File: src/rtl/decode_instr_queue_if.sv
// Fetch/decode handshake bundle for the decode instruction queue.
// StallCntD only exists when DECQ_STALL_CNT_EN is defined.
// slave = queue side, master = fetch/decode (driver) side.
interface decode_instr_queue_if #(
  parameter int DEPTH = 2
);
  localparam int CNT_W = $clog2(DEPTH) + 1;

  logic [31:0]      InstrF;
  logic             InstrValidF;
  logic             InstrReadyF;
  logic             FlushD;
  logic             StallD;
  logic [31:0]      InstrD;
  logic [2:0]       ImmSrcD;
  logic             InstrValidD;
  logic [CNT_W-1:0] CountD;
`ifdef DECQ_STALL_CNT_EN
  logic [31:0]      StallCntD;

  modport slave (
    input  InstrF, InstrValidF, FlushD, StallD,
    output InstrReadyF, InstrD, ImmSrcD, InstrValidD, CountD, StallCntD
  );
  modport master (
    output InstrF, InstrValidF, FlushD, StallD,
    input  InstrReadyF, InstrD, ImmSrcD, InstrValidD, CountD, StallCntD
  );
`else
  modport slave (
    input  InstrF, InstrValidF, FlushD, StallD,
    output InstrReadyF, InstrD, ImmSrcD, InstrValidD, CountD
  );
  modport master (
    output InstrF, InstrValidF, FlushD, StallD,
    input  InstrReadyF, InstrD, ImmSrcD, InstrValidD, CountD
  );
`endif
endinterface

File: src/rtl/decode_instr_queue.sv
// Purpose: fetch->decode instruction FIFO with immediate-format predecode at enqueue.
// Latency: 1 cycle (enqueued at edge N, visible on InstrD after edge N); no fall-through.
// Backpressure: InstrReadyF = registered count < DEPTH, no path from StallD; optional
// stall counter enabled by macro DECQ_STALL_CNT_EN.
module decode_instr_queue #(
  parameter int          DEPTH    = 2,
  parameter logic [31:0] NOPINSTR = 32'h0000_0013
) (
  input  logic           clk,
  input  logic           reset_n,
  decode_instr_queue_if.slave q
);
  localparam int PTR_W = $clog2(DEPTH);
  localparam int CNT_W = PTR_W + 1;
  localparam logic [CNT_W-1:0] DEPTH_C = CNT_W'(DEPTH);

  logic [31:0]      instr_mem_q [DEPTH];
  logic [31:0]      instr_mem_d [DEPTH];
  logic [2:0]       imm_mem_q   [DEPTH];
  logic [2:0]       imm_mem_d   [DEPTH];
  logic [PTR_W-1:0] wr_ptr_q, wr_ptr_d;
  logic [PTR_W-1:0] rd_ptr_q, rd_ptr_d;
  logic [CNT_W-1:0] count_q, count_d;
  logic             ready;
  logic             valid;
  logic             enq;
  logic             deq;

  // Immediate format select from opcode/funct3; unknown opcodes fall back to I.
  function automatic logic [2:0] predecode(input logic [6:0] opcode, input logic [2:0] funct3);
    logic [2:0] fmt;
    fmt = 3'b000;
    case (opcode)
      7'b0000011, 7'b0000111, 7'b0010011,
      7'b0011011, 7'b1100111, 7'b1110011: fmt = 3'b000;
      7'b0100011, 7'b0100111:             fmt = 3'b001;
      7'b1100011:                         fmt = 3'b010;
      7'b1101111:                         fmt = 3'b011;
      7'b0110111, 7'b0010111:             fmt = 3'b100;
      7'b0101111:                         fmt = 3'b101;
      7'b0001111:                         fmt = (funct3 == 3'b010) ? 3'b101 : 3'b000;
      default:                            fmt = 3'b000;
    endcase
    return fmt;
  endfunction

  // Handshake terms come from registered occupancy only.
  always_comb begin
    ready = (count_q < DEPTH_C);
    valid = (count_q != '0);
    enq   = q.InstrValidF & ready;
    deq   = valid & ~q.StallD;
  end

  // Next-state: flush wins over everything, then independent enqueue/dequeue.
  always_comb begin
    instr_mem_d = instr_mem_q;
    imm_mem_d   = imm_mem_q;
    wr_ptr_d    = wr_ptr_q;
    rd_ptr_d    = rd_ptr_q;
    count_d     = count_q;
    if (q.FlushD) begin
      wr_ptr_d = '0;
      rd_ptr_d = '0;
      count_d  = '0;
    end else begin
      if (enq) begin
        instr_mem_d[wr_ptr_q] = q.InstrF;
        imm_mem_d[wr_ptr_q]   = predecode(q.InstrF[6:0], q.InstrF[14:12]);
        wr_ptr_d              = wr_ptr_q + 1'b1;
      end
      if (deq) begin
        rd_ptr_d = rd_ptr_q + 1'b1;
      end
      case ({enq, deq})
        2'b10:   count_d = count_q + 1'b1;
        2'b01:   count_d = count_q - 1'b1;
        default: count_d = count_q;
      endcase
    end
  end

  // Queue state registers; reset discards every buffered entry.
  always_ff @(posedge clk or negedge reset_n) begin
    if (!reset_n) begin
      for (int i = 0; i < DEPTH; i++) begin
        instr_mem_q[i] <= NOPINSTR;
        imm_mem_q[i]   <= 3'b000;
      end
      wr_ptr_q <= '0;
      rd_ptr_q <= '0;
      count_q  <= '0;
    end else begin
      instr_mem_q <= instr_mem_d;
      imm_mem_q   <= imm_mem_d;
      wr_ptr_q    <= wr_ptr_d;
      rd_ptr_q    <= rd_ptr_d;
      count_q     <= count_d;
    end
  end

  // Head outputs are a mux on stored state; a NOP is presented while empty.
  assign q.InstrReadyF = ready;
  assign q.InstrValidD = valid;
  assign q.CountD      = count_q;
  assign q.InstrD      = valid ? instr_mem_q[rd_ptr_q] : NOPINSTR;
  assign q.ImmSrcD     = valid ? imm_mem_q[rd_ptr_q]   : 3'b000;

`ifdef DECQ_STALL_CNT_EN
  logic [31:0] stall_cnt_q, stall_cnt_d;

  // Count cycles where a valid head is held by decode; flush cycles excluded, wraps freely.
  always_comb begin
    stall_cnt_d = stall_cnt_q;
    if (valid && q.StallD && !q.FlushD) begin
      stall_cnt_d = stall_cnt_q + 32'd1;
    end
  end

  // Stall counter register, cleared only by reset.
  always_ff @(posedge clk or negedge reset_n) begin
    if (!reset_n) begin
      stall_cnt_q <= '0;
    end else begin
      stall_cnt_q <= stall_cnt_d;
    end
  end

  assign q.StallCntD = stall_cnt_q;
`endif

  // Occupancy must stay within [0, DEPTH].
  a_count_bound: assert property (@(posedge clk) disable iff (!reset_n) count_q <= DEPTH_C);
  a_count_next:  assert property (@(posedge clk) disable iff (!reset_n) count_d <= DEPTH_C);

endmodule

File: src/flat_wrapper.sv
// flat-port wrapper written by rule: the top's interface ports become plain ports
module decode_instr_queue_flat 
#(
  parameter int          DEPTH    = 2,
  parameter logic [31:0] NOPINSTR = 32'h0000_0013
)
  (clk, reset_n, q_InstrF, q_InstrValidF, q_FlushD, q_StallD, q_InstrReadyF, q_InstrD, q_ImmSrcD, q_InstrValidD, q_CountD);
  decode_instr_queue_if #(.DEPTH(DEPTH)) q_i ();
  input  logic clk;
  input  logic reset_n;
  input wire logic [$bits(q_i.InstrF)-1:0] q_InstrF;
  input wire logic [$bits(q_i.InstrValidF)-1:0] q_InstrValidF;
  input wire logic [$bits(q_i.FlushD)-1:0] q_FlushD;
  input wire logic [$bits(q_i.StallD)-1:0] q_StallD;
  output wire logic [$bits(q_i.InstrReadyF)-1:0] q_InstrReadyF;
  output wire logic [$bits(q_i.InstrD)-1:0] q_InstrD;
  output wire logic [$bits(q_i.ImmSrcD)-1:0] q_ImmSrcD;
  output wire logic [$bits(q_i.InstrValidD)-1:0] q_InstrValidD;
  output wire logic [$bits(q_i.CountD)-1:0] q_CountD;
  assign q_i.InstrF = q_InstrF;
  assign q_i.InstrValidF = q_InstrValidF;
  assign q_i.FlushD = q_FlushD;
  assign q_i.StallD = q_StallD;
  assign q_InstrReadyF = q_i.InstrReadyF;
  assign q_InstrD = q_i.InstrD;
  assign q_ImmSrcD = q_i.ImmSrcD;
  assign q_InstrValidD = q_i.InstrValidD;
  assign q_CountD = q_i.CountD;
  decode_instr_queue #(.DEPTH(DEPTH), .NOPINSTR(NOPINSTR)) u_core (.clk(clk), .reset_n(reset_n), .q(q_i));
endmodule
File: config.mk
export PLATFORM = sky130hd
export DESIGN_NAME = decode_instr_queue_flat
export DESIGN_NICKNAME = d
export VERILOG_FILES = /design/src/rtl/decode_instr_queue_if.sv /design/src/rtl/decode_instr_queue.sv /design/src/flat_wrapper.sv
export SDC_FILE = /design/constraint.sdc
export NUM_CORES = 1
export LEC_CHECK = 0
export CELL_PAD_IN_SITES_DETAIL_PLACEMENT = 0
export CELL_PAD_IN_SITES_GLOBAL_PLACEMENT = 1
export CORE_ASPECT_RATIO = 0.75
export CORE_MARGIN = 2
export CORE_UTILIZATION = 40
export CTS_CLUSTER_DIAMETER = 120
export DETAILED_ROUTE_END_ITERATION = 12
export PLACE_DENSITY_LB_ADDON = 0.1
export SYNTH_ARGS = -nofsm -noshare
export SYNTH_HDL_FRONTEND = slang
export SYNTH_SLANG_ARGS = --single-unit
File: constraint.sdc
create_clock -name clk -period 2.6 [get_ports clk]
set_input_delay 0.65 -clock clk [delete_from_list [all_inputs] [get_ports clk]]
set_output_delay 0.65 -clock clk [all_outputs]
set_load 0.02 [all_outputs]
==> results of run 1 <==
## cell usage after synthesis, drive strengths merged
| cell type | instances |
|---|---|
| a21o | 1 |
| inv | 2 |
| nor2b | 3 |
| nand2 | 203 |
| nor2 | 38 |
| o31ai | 2 |
| dfstp | 6 |
| or3b | 1 |
| nor3b | 1 |
| and4b | 1 |
| dfrtp | 68 |
| a21oi | 3 |
| mux2i | 35 |
| nor3 | 2 |
| o21ai | 6 |
| xor2 | 1 |
| buf | 14 |
| xnor2 | 1 |
| clkbuf | 8 |
| nand3 | 2 |
| a22oi | 2 |
| and3 | 1 |
| nand2b | 2 |
| nand4b | 1 |
| or3 | 2 |
## final timing paths
path | startpoint | endpoint | slack (ns)
setup / recovery | u_core.q.CountD[1] | q_ImmSrcD[2] | 0.07
hold / removal | reset_n | u_core.instr_mem_q[42] | 0.32
setup reg to reg | u_core.q.CountD[1] | u_core.imm_mem_q[2] | 0.83
hold reg to reg | u_core.instr_mem_q[32] | u_core.instr_mem_q[32] | 0.46
max in group asynchronous | reset_n | u_core.instr_mem_q[54] | 1.57
min in group clk | u_core.instr_mem_q[32] | u_core.instr_mem_q[32] | 0.46
## area by class of cell
class	instances	area, um^2	area share
sequential	74	1860	0.386
multi-input combinational	308	1500	0.311
timing repair buffer	91	932	0.193
clock buffer	10	239	0.0496
clock inverter	5	150	0.0311
tap	108	135	0.0280
inverter	2	7.51	0.00156
## layout by cell type (no fill, tap or decap), types with 4 or more instances in the layout
cell type          n
nand2_1          203
dlymetal6s2s_1     9
clkbuf_16          9
dfrtp_1           67
o21ai_0            4
buf_4             13
bufinv_16          5
clkdlybuf4s50_1   65
mux2i_1           35
dfstp_2            6
nor2_1            37
## cell families (layout without fill, tap and decap cells)
group                     after synthesis  count (layout)  share of synthesized area
muxes                                  35              35                      0.101
AOI/OAI and AO/OA                      14              14                     0.0252
and+or+nand+nor                       257             257                      0.294
buffers and inverters                  24             108                     0.0396
DFF                                    74              74                      0.535
xor gates and xnor gates                2               2                    0.00504
## stage by stage
step	instance area [um^2]	setup slack (ns)	cells	total power [W]	utilization
after global placement	4390	0.315	581	0.00238	0.519
after global routing	4820	0.00563	598	0.00420	0.570
after detailed placement	4390	0.261	581	0.00240	0.519
final	4820	0.0721	598	0.00398	0.570
after CTS	4780	0.0336	596	0.00402	0.565
after floorplan	3470	0.710	406	0.00204	-
## sequential cells by signal, summed over array words and instances, names as in the netlist
signal	count
u_core.imm_mem_q	6
u_core.instr_mem_q	64
u_core.wr_ptr_q	1
u_core.rd_ptr_q	1
u_core.q.CountD	2
## power by group through the flow
stage	clock, W	combinational [W]	sequential [W]
after floorplan	0	0.000487	0.00155
after global placement	0	0.000791	0.00159
after detailed placement	0	0.000805	0.00159
after CTS	0.00164	0.000810	0.00158
after global routing	0.00169	0.000899	0.00161
final	0.00161	0.000799	0.00158
## metal layers
metal | wire length [um] | global-route usage | up-vias
met2 | 3590 | 0.272 | 70
met3 | 427 | 0.0570 | 8
met5 | 0 | 0 | -
met1 | 4120 | 0.263 | 1295
met4 | 104 | 0.0527 | 0
li1 | - | - | 1433
## timing repair
item,CTS,global route
buffers inserted,0,2
setup endpoints to repair,0,15
gates resized for setup,0,10
## critical path, cell delays in order (launching register included)
cell and delay [ns]:
dfrtp_1 0.44, nor2_4 0.29, buf_12 0.21, nor2_1 0.08, clkdlybuf4s50_1 0.53
==> flow_metrics.py, run 1 <==
metrics = {
    "outcome": {
        "outcome": "completed",
    },
    "clock_tree": {
        "numCtsBuffers": 9,
        "cts_buffer_depth": 2,
        "ctsHoldBuffers": 0,
        "worstSkewPairLatency_ns": 0.33,
        "cts_max_level": 3,
        "clockRootBuffer": "clkbuf_16",
        "cts_tree": "built",
        "clkTransAtPathRegs_ns": 0.06,
        "clkSinkCount": 74,
    },
    "route": {
        "drt_iter0_drc": 138,
        "routed_wl_um": 8240,
        "drtPass1Iterations": 4,
        "vias_per_cell": 4.69,
        "wl_per_cell_um": 13.8,
        "vias": 2806,
        "final_antenna_net_count": 0,
        "drc": 0,
    },
    "sta": {
        "fin_crit_ns": 2.53,
        "worst_clock_skew_ns": 0.00451,
        "finalCritPeriodShare": 0.972,
        "hold_viol": 0,
        "tns_ns": 0,
        "tightestPinTransition_ns": 0.597,
        "fmax_mhz": 396,
        "rsz0062_at_grt": "false",
        "hold_slack_ns": 0.324,
        "setup_viol": 0,
        "slew_violations": 0,
        "max_slew_margin": 0.602,
    },
    "power": {
        "p_sw_w": 0.00103,
        "internal_power_w": 0.00296,
        "clkPwrFrac": 0.404,
        "p_seq_frac": 0.396,
        "p_leak_nw": 2.38,
        "p_comb_frac": 0.201,
        "swShare": 0.257,
        "ir_worst_vdd_v": 0.000387,
        "power_density_nw_per_um2": 826,
    },
    "critical_path": {
        "worstPathMaxFanout": 21,
        "start_kind": "flip-flop",
        "critPathCaptureType": "output port",
        "setup.worst_path.class": "flip-flop to output port",
        "cp_data_arrival_time_ns": 1.88,
        "reg2reg_depth": 3,
        "crit_required_ns": 1.95,
    },
    "die": {
        "dieWidth_um": 112,
        "io_pins": 76,
        "floorplan.rows": 29,
        "die_area_um2": 9460,
        "start_util": 0.411,
        "core_area_um2": 8450,
        "die_h_um": 84.7,
    },
    "global_route": {
        "antenna_found_initial": 0,
        "grt_pass1_vias": 2711,
        "gr-total-overflow": 0,
        "grt_pass1_wl_um": 13700,
        "track_usage": 0.184,
        "grt_max_degree": 47,
    },
    "logic_synthesis": {
        "synth.distinct_cells": 30,
        "synth_top_area_frac": 0.490,
        "yosysTopAreaCell": "dfrtp_1",
        "yosys_warnings": 0,
        "synthCells": 406,
        "ys_seq_area_frac": 0.535,
        "synthesis.area_um2": 3470,
        "syn-num-nets": 443,
        "ys_top_cells_by_area": "dfrtp_1, nand2_1, mux2i_1, dfstp_2, nor2_1",
        "synth_seq_cells": 74,
        "syn_area_per_cell_um2": 8.56,
    },
    "cells_and_area": {
        "drive_above_1_share": 0.0898,
        "fillers": 780,
        "diodes": 0,
        "syn_to_final_growth_pct": 38.8,
        "nNetsFinal": 523,
    },
    "run": {
        "maxCapViolations": 0,
    },
    "hold_path": {
        "hold_class": "primary input to async pin",
    },
    "placement": {
        "place_congestion": 0.723,
        "numPortBuffers": 75,
        "hpwl_um": 5320,
    },
}
No activity file was read; power rests on OpenSTA's default activity.
==> run 2: changes to the inputs <==
--- a/config.mk
+++ b/config.mk
@@ -5,6 +5,7 @@
 export SDC_FILE = /design/constraint.sdc
 export NUM_CORES = 1
 export LEC_CHECK = 0
+export ABC_AREA = 1
 export CELL_PAD_IN_SITES_DETAIL_PLACEMENT = 0
 export CELL_PAD_IN_SITES_GLOBAL_PLACEMENT = 1
 export CORE_ASPECT_RATIO = 0.75
==> run 2 against run 1 <==
Net effect:
- total power is 16% higher
- clock power is 18% lower
- non-clock buffer count is 2 lower
- global-route usage is 0.052 points higher
- worst hold slack worse by 0.067 ns
- count of clock-buffer cells in the layout stayed put
- cell area is 1.2% lower
- combinational power is 85% higher
- routed wire length is 0.79% higher
- first-iteration DRC count is 75% higher
- critical path type unchanged
- critical endpoint is now q_InstrD[16]
==> flow_metrics.py, run 2 <==
metrics = {
    "cells_and_area": {
        "final_area_um2": 4770,
        "fin_util": 0.564,
        "largest_reg_flops": 64,
        "diodes": 0,
        "fillers": 816,
        "final_cell_mix": "nand2_1, dfrtp_1, o21ai_0",
        "final_common_cell": "nand2_1",
        "drive_above_1_share": 0.0962,
        "nNetsFinal": 552,
        "largest_register": "u_core.instr_mem_q",
        "seq_area_um2": 1860,
        "multi_input_area_um2": 1310,
        "syn_to_final_growth_pct": 37.2,
    },
    "logic_synthesis": {
        "synth_edf_count": 0,
        "synthesis.area_um2": 3470,
        "ys_seq_area_frac": 0.535,
        "netlist_top_cells_count": "nand2_1, dfrtp_1, o21ai_0, inv_1, a21oi_1",
        "synth.distinct_cells": 20,
        "synth_flop_cell": "dfrtp_1",
        "synth_compound_area_frac": 0.149,
        "synth_seq_cells": 74,
        "syn_area_per_cell_um2": 7.91,
        "synth_top_family_by_area": "simple AND/OR/NAND/NOR gates",
        "yosysTopAreaCell": "dfrtp_1",
        "yosysMostFrequentCell": "nand2_1",
        "syn-num-nets": 476,
        "synthAdderAreaFrac": 0,
        "synth-simple-area-share": 0.226,
        "muxShareOfSynthArea": 0,
        "synthArstFlopShare": 1.00,
        "synth-xor-area-share": 0,
        "synth_top_area_frac": 0.490,
        "yosys_warnings": 0,
        "synthCells": 439,
        "ys_top_cells_by_area": "dfrtp_1, nand2_1, o21ai_0, a21oi_1, dfstp_2",
    },
    "power": {
        "p_leak_nw": 2.63,
        "p_total_w": 0.00462,
        "power_density_nw_per_um2": 970,
        "ir_worst_vdd_v": 0.000437,
    },
    "critical_path": {
        "crit_required_ns": 1.95,
        "worstPathMaxFanout": 15,
        "start_kind": "flip-flop",
        "setup.worst_path.start": "u_core.rd_ptr_q",
        "r2r_slack_ns": 1.00,
        "setup.worst_path.class": "flip-flop to output port",
        "critPathSlowestCell": "clkdlybuf4s50_1",
        "cpPeakStageDelay_ns": 0.61,
        "path_delay_family": "buffers and inverters",
        "regToRegStartpoint": "u_core.q.CountD[1]",
        "critPathBufInv": 3,
        "path_cells": "inv_4 > buf_12 > nand2_1 > a21oi_1 > clkdlybuf4s50_1",
        "cp_data_arrival_time_ns": 1.89,
        "critPathCaptureType": "output port",
    },
    "sta": {
        "worst_clock_skew_ns": 0.00508,
        "slew_violations": 0,
        "tns_ns": 0,
        "hold_viol": 0,
        "max_slew_margin": 0.709,
        "fmax_mhz": 394,
        "setup_slack_ns": 0.0643,
        "tightestPinTransition_ns": 0.436,
        "fin_crit_ns": 2.54,
        "setup_viol": 0,
        "finalCritPeriodShare": 0.975,
    },
    "global_route": {
        "track_usage": 0.185,
        "gr-total-overflow": 0,
        "grt_max_degree": 36,
        "grt_pass1_vias": 2872,
        "antenna_found_initial": 0,
        "grt_pass1_wl_um": 14000,
    },
    "route": {
        "drc": 0,
        "routed_wl_um": 8300,
        "drt_iter0_drc": 241,
        "final_antenna_net_count": 0,
        "vias": 3010,
        "wl_per_cell_um": 13.2,
        "vias_per_cell": 4.79,
        "drtPass1Iterations": 5,
    },
    "die": {
        "start_util": 0.411,
        "core_area_um2": 8450,
        "die_h_um": 84.7,
        "floorplan.rows": 29,
        "dieWidth_um": 112,
        "die_area_um2": 9450,
        "io_pins": 76,
    },
    "outcome": {
        "outcome": "completed",
    },
    "clock_tree": {
        "clockRootBuffer": "clkbuf_16",
        "numCtsBuffers": 9,
        "worstSkewPairLatency_ns": 0.33,
        "cts_tree": "built",
        "post_cts_buffers": 0,
        "cts_max_level": 3,
        "ctsHoldBuffers": 0,
        "clkSinkCount": 74,
        "clkTransAtPathRegs_ns": 0.06,
        "cts_buffer_depth": 2,
    },
    "hold_path": {
        "hold_class": "primary input to async pin",
    },
    "run": {
        "maxCapViolations": 0,
    },
    "placement": {
        "place_congestion": 0.736,
        "numPortBuffers": 75,
        "hpwl_um": 5670,
        "place_area_um2": 4380,
        "pre_cts_slack_ns": 0.299,
    },
}
run 2: cell families (layout without fill, tap and decap cells):
group	count (synthesis)	in the layout
flops	74	74
buf+inv	68	149
simple gates	198	198
compound gates	99	99
run 2: stage by stage:
stage / hold WS, ns / std cells
3_3_place_gp: 0.463 / 612
5_1_grt: 0.288 / 628
4_1_cts: 0.270 / 628
3_5_place_dp: 0.460 / 612
6_report: 0.257 / 628
2_1_floorplan: 0.354 / 439
run 2: layout make-up:
cell class | instances | area share
clock buffers | 10 | 0.0480
clock inverters | 6 | 0.0189
inverters | 44 | 0.0357
multi-input cells | 297 | 0.275
flip-flops and latches | 74 | 0.390
well taps | 108 | 0.0284
repair buffers | 89 | 0.204
run 2: final timing paths:
check / end / cells past startpoint
min in group clk: u_core.instr_mem_q[1] / 2
worst min register to register: u_core.instr_mem_q[1] / 2
worst min-delay path: u_core.instr_mem_q[2] / 1
worst max-delay path: q_InstrD[16] / 5
max in group asynchronous: u_core.instr_mem_q[4] / 2
worst max register to register: u_core.instr_mem_q[53] / 7
run 2: per-layer routing:
layer,up-vias,track usage,wire length (um)
li1,1532,-,-
met2,88,0.278,3650
met4,0,0.0393,64
met3,8,0.0484,451
met1,1382,0.271,4140
met5,-,0,0
run 2: what timing repair did:
| action | CTS | global route |
|---|---|---|
| setup endpoints to repair | 28 | 26 |
| endpoints found under the hold margin | 0 | 0 |
| gates resized for setup | 3 | 23 |
| pin swaps | 0 | 0 |
run 2: report_power, final:
group	leakage, nW	switching [W]	total [W]	internal (W)
Sequential	0.923	0.000232	0.00182	0.00159
Combinational	1.56	0.000834	0.00148	0.000646
Clock	0.153	0.000477	0.00132	0.000843
Total	2.63	0.00154	0.00462	0.00308
==> run 3: changes to the inputs <==
--- a/config.mk
+++ b/config.mk
@@ -13,7 +13,10 @@
 export CORE_UTILIZATION = 40
 export CTS_CLUSTER_DIAMETER = 120
 export DETAILED_ROUTE_END_ITERATION = 12
+export MAX_ROUTING_LAYER = met4
 export PLACE_DENSITY_LB_ADDON = 0.1
+export SKIP_LAST_GASP = 1
+export SLEW_MARGIN = 40
 export SYNTH_ARGS = -nofsm -noshare
 export SYNTH_HDL_FRONTEND = slang
 export SYNTH_SLANG_ARGS = --single-unit
==> run 3 against run 2 <==
Net effect:
- final cell count unchanged
- sequential cell count unchanged
- maximum frequency down 0.13%
- worst hold slack worse by 0.00061 ns
- cell area about the same
- combinational power about the same
- clock power about the same
- largest cell class unchanged
- largest power group unchanged
==> flow_metrics.py, run 3 (synthesis gave the netlist of run 2 again) <==
metrics = {
    "outcome": {
        "outcome": "completed",
    },
    "clock_tree": {
        "clkTransAtPathRegs_ns": 0.06,
        "numCtsBuffers": 9,
        "cts_buffer_depth": 2,
        "clkSinkCount": 74,
        "post_cts_buffers": 0,
        "cts.repair.resized": 2,
        "worstSkewPairLatency_ns": 0.33,
        "cts_max_level": 3,
        "cts_tree": "built",
        "ctsHoldBuffers": 0,
        "clockRootBuffer": "clkbuf_16",
    },
    "route": {
        "drt_iter0_drc": 231,
        "wl_per_cell_um": 13.2,
        "drc": 0,
        "drtPass1Iterations": 5,
        "vias": 2993,
        "final_antenna_net_count": 0,
        "vias_per_cell": 4.77,
        "routed_wl_um": 8310,
    },
    "die": {
        "io_pins": 76,
        "floorplan.rows": 29,
        "die_h_um": 84.7,
        "dieWidth_um": 112,
        "die_area_um2": 9450,
        "start_util": 0.411,
        "core_area_um2": 8450,
    },
    "sta": {
        "hold_viol": 0,
        "hold_slack_ns": 0.256,
        "setup_viol": 0,
        "max_slew_margin": 0.710,
        "worst_clock_skew_ns": 0.00574,
        "setup_slack_ns": 0.0610,
        "slew_violations": 0,
        "fin_crit_ns": 2.54,
        "rsz0062_at_grt": "true",
        "finalCritPeriodShare": 0.977,
        "tightestPinTransition_ns": 0.435,
        "fmax_mhz": 394,
    },
    "critical_path": {
        "critPathCaptureType": "output port",
        "start_kind": "flip-flop",
        "setup.worst_path.class": "flip-flop to output port",
        "regToRegStartpoint": "u_core.q.CountD[1]",
        "r2r_slack_ns": 1.00,
        "reg2reg_depth": 7,
        "crit_required_ns": 1.95,
        "worstPathMaxFanout": 35,
        "cp_data_arrival_time_ns": 1.89,
        "reg2reg_to": "u_core.instr_mem_q[53]",
    },
    "cells_and_area": {
        "nNetsFinal": 552,
        "final_common_cell": "nand2_1",
        "final_cell_mix": "nand2_1, dfrtp_1, o21ai_0, clkdlybuf4s50_1, inv_1",
        "diodes": 0,
        "instances_no_fill": 628,
        "largest_reg_flops": 64,
        "largest_register": "u_core.instr_mem_q",
        "drive_above_1_share": 0.0962,
        "syn_to_final_growth_pct": 37.1,
        "fillers": 817,
    },
    "global_route": {
        "antenna_found_initial": 0,
        "grt_max_degree": 36,
        "track_usage": 0.191,
        "gr-total-overflow": 0,
        "grt_pass1_vias": 2852,
        "grt_pass1_wl_um": 14000,
    },
    "power": {
        "p_sw_w": 0.00154,
        "p_total_w": 0.00462,
        "internal_power_w": 0.00308,
        "clkPwrFrac": 0.285,
        "ir_worst_vdd_v": 0.000435,
        "p_leak_nw": 2.61,
        "power_density_nw_per_um2": 970,
        "swShare": 0.334,
        "p_comb_frac": 0.321,
        "p_seq_frac": 0.394,
    },
    "placement": {
        "pre_cts_slack_ns": 0.299,
        "hpwl_um": 5670,
        "dp_cells": 612,
        "place_congestion": 0.745,
        "numPortBuffers": 75,
    },
    "hold_path": {
        "hold_class": "primary input to async pin",
    },
    "run": {
        "maxCapViolations": 0,
    },
}
run 3: cell count changes in the layout (fill, tap and decap cells not counted):
cell             change
dlymetal6s2s_1       -1
clkdlybuf4s50_1      +1
run 3: final cells by class:
type / count / area [um^2] / share of cell area
inverter: 44 / 170 / 0.0357
tap: 108 / 135 / 0.0284
sequential: 74 / 1860 / 0.390
timing repair buffer: 89 / 968 / 0.203
clock inverter: 6 / 90.1 / 0.0189
clock buffer: 10 / 229 / 0.0481
multi-input combinational: 297 / 1310 / 0.275
run 3: how the worst max path moves through the flow:
stage / from / to / slack (ns) / cells past startpoint
final: u_core.rd_ptr_q / q_ImmSrcD[1] / 0.06 / 4
after global routing: u_core.rd_ptr_q / q_ImmSrcD[1] / -0.04 / 4
after CTS: u_core.rd_ptr_q / q_ImmSrcD[1] / -0.02 / 4
after detailed placement: u_core.rd_ptr_q / q_ImmSrcD[1] / 0.30 / 4
after global placement: u_core.rd_ptr_q / q_ImmSrcD[1] / 0.32 / 4
after floorplan: u_core.q.CountD[1] / q_ImmSrcD[0] / 0.75 / 3
run 3: worst max-delay path, stage by stage (launching register included):
cell	delay (ns)
dfrtp_1	0.44
buf_12	0.24
nand2_1	0.08
a21oi_1	0.18
clkdlybuf4s50_1	0.63
run 3: routing by layer:
metal | track usage | vias to the layer above | wire, um
met3 | 0.0477 | 7 | 456
met2 | 0.278 | 86 | 3630
met4 | 0.0382 | 0 | 59
met1 | 0.273 | 1372 | 4160
met5 | - | - | 0
li1 | - | 1528 | -
run 3: stage by stage:
stage               TNS, ns  utilization  cell area [um^2]
floorplan                 0            -              3470
global placement          0        0.518              4380
detailed placement        0        0.518              4380
CTS                 -0.0201        0.556              4700
global route        -0.0667        0.563              4760
finish                    0        0.563              4760
run 3: power by group through the flow:
stage	combinational, W	clock, W	sequential (W)
after floorplan	0.000912	0	0.00178
after global placement	0.00149	0	0.00182
after detailed placement	0.00151	0	0.00183
after CTS	0.00153	0.00135	0.00181
after global routing	0.00167	0.00141	0.00187
final	0.00148	0.00132	0.00182
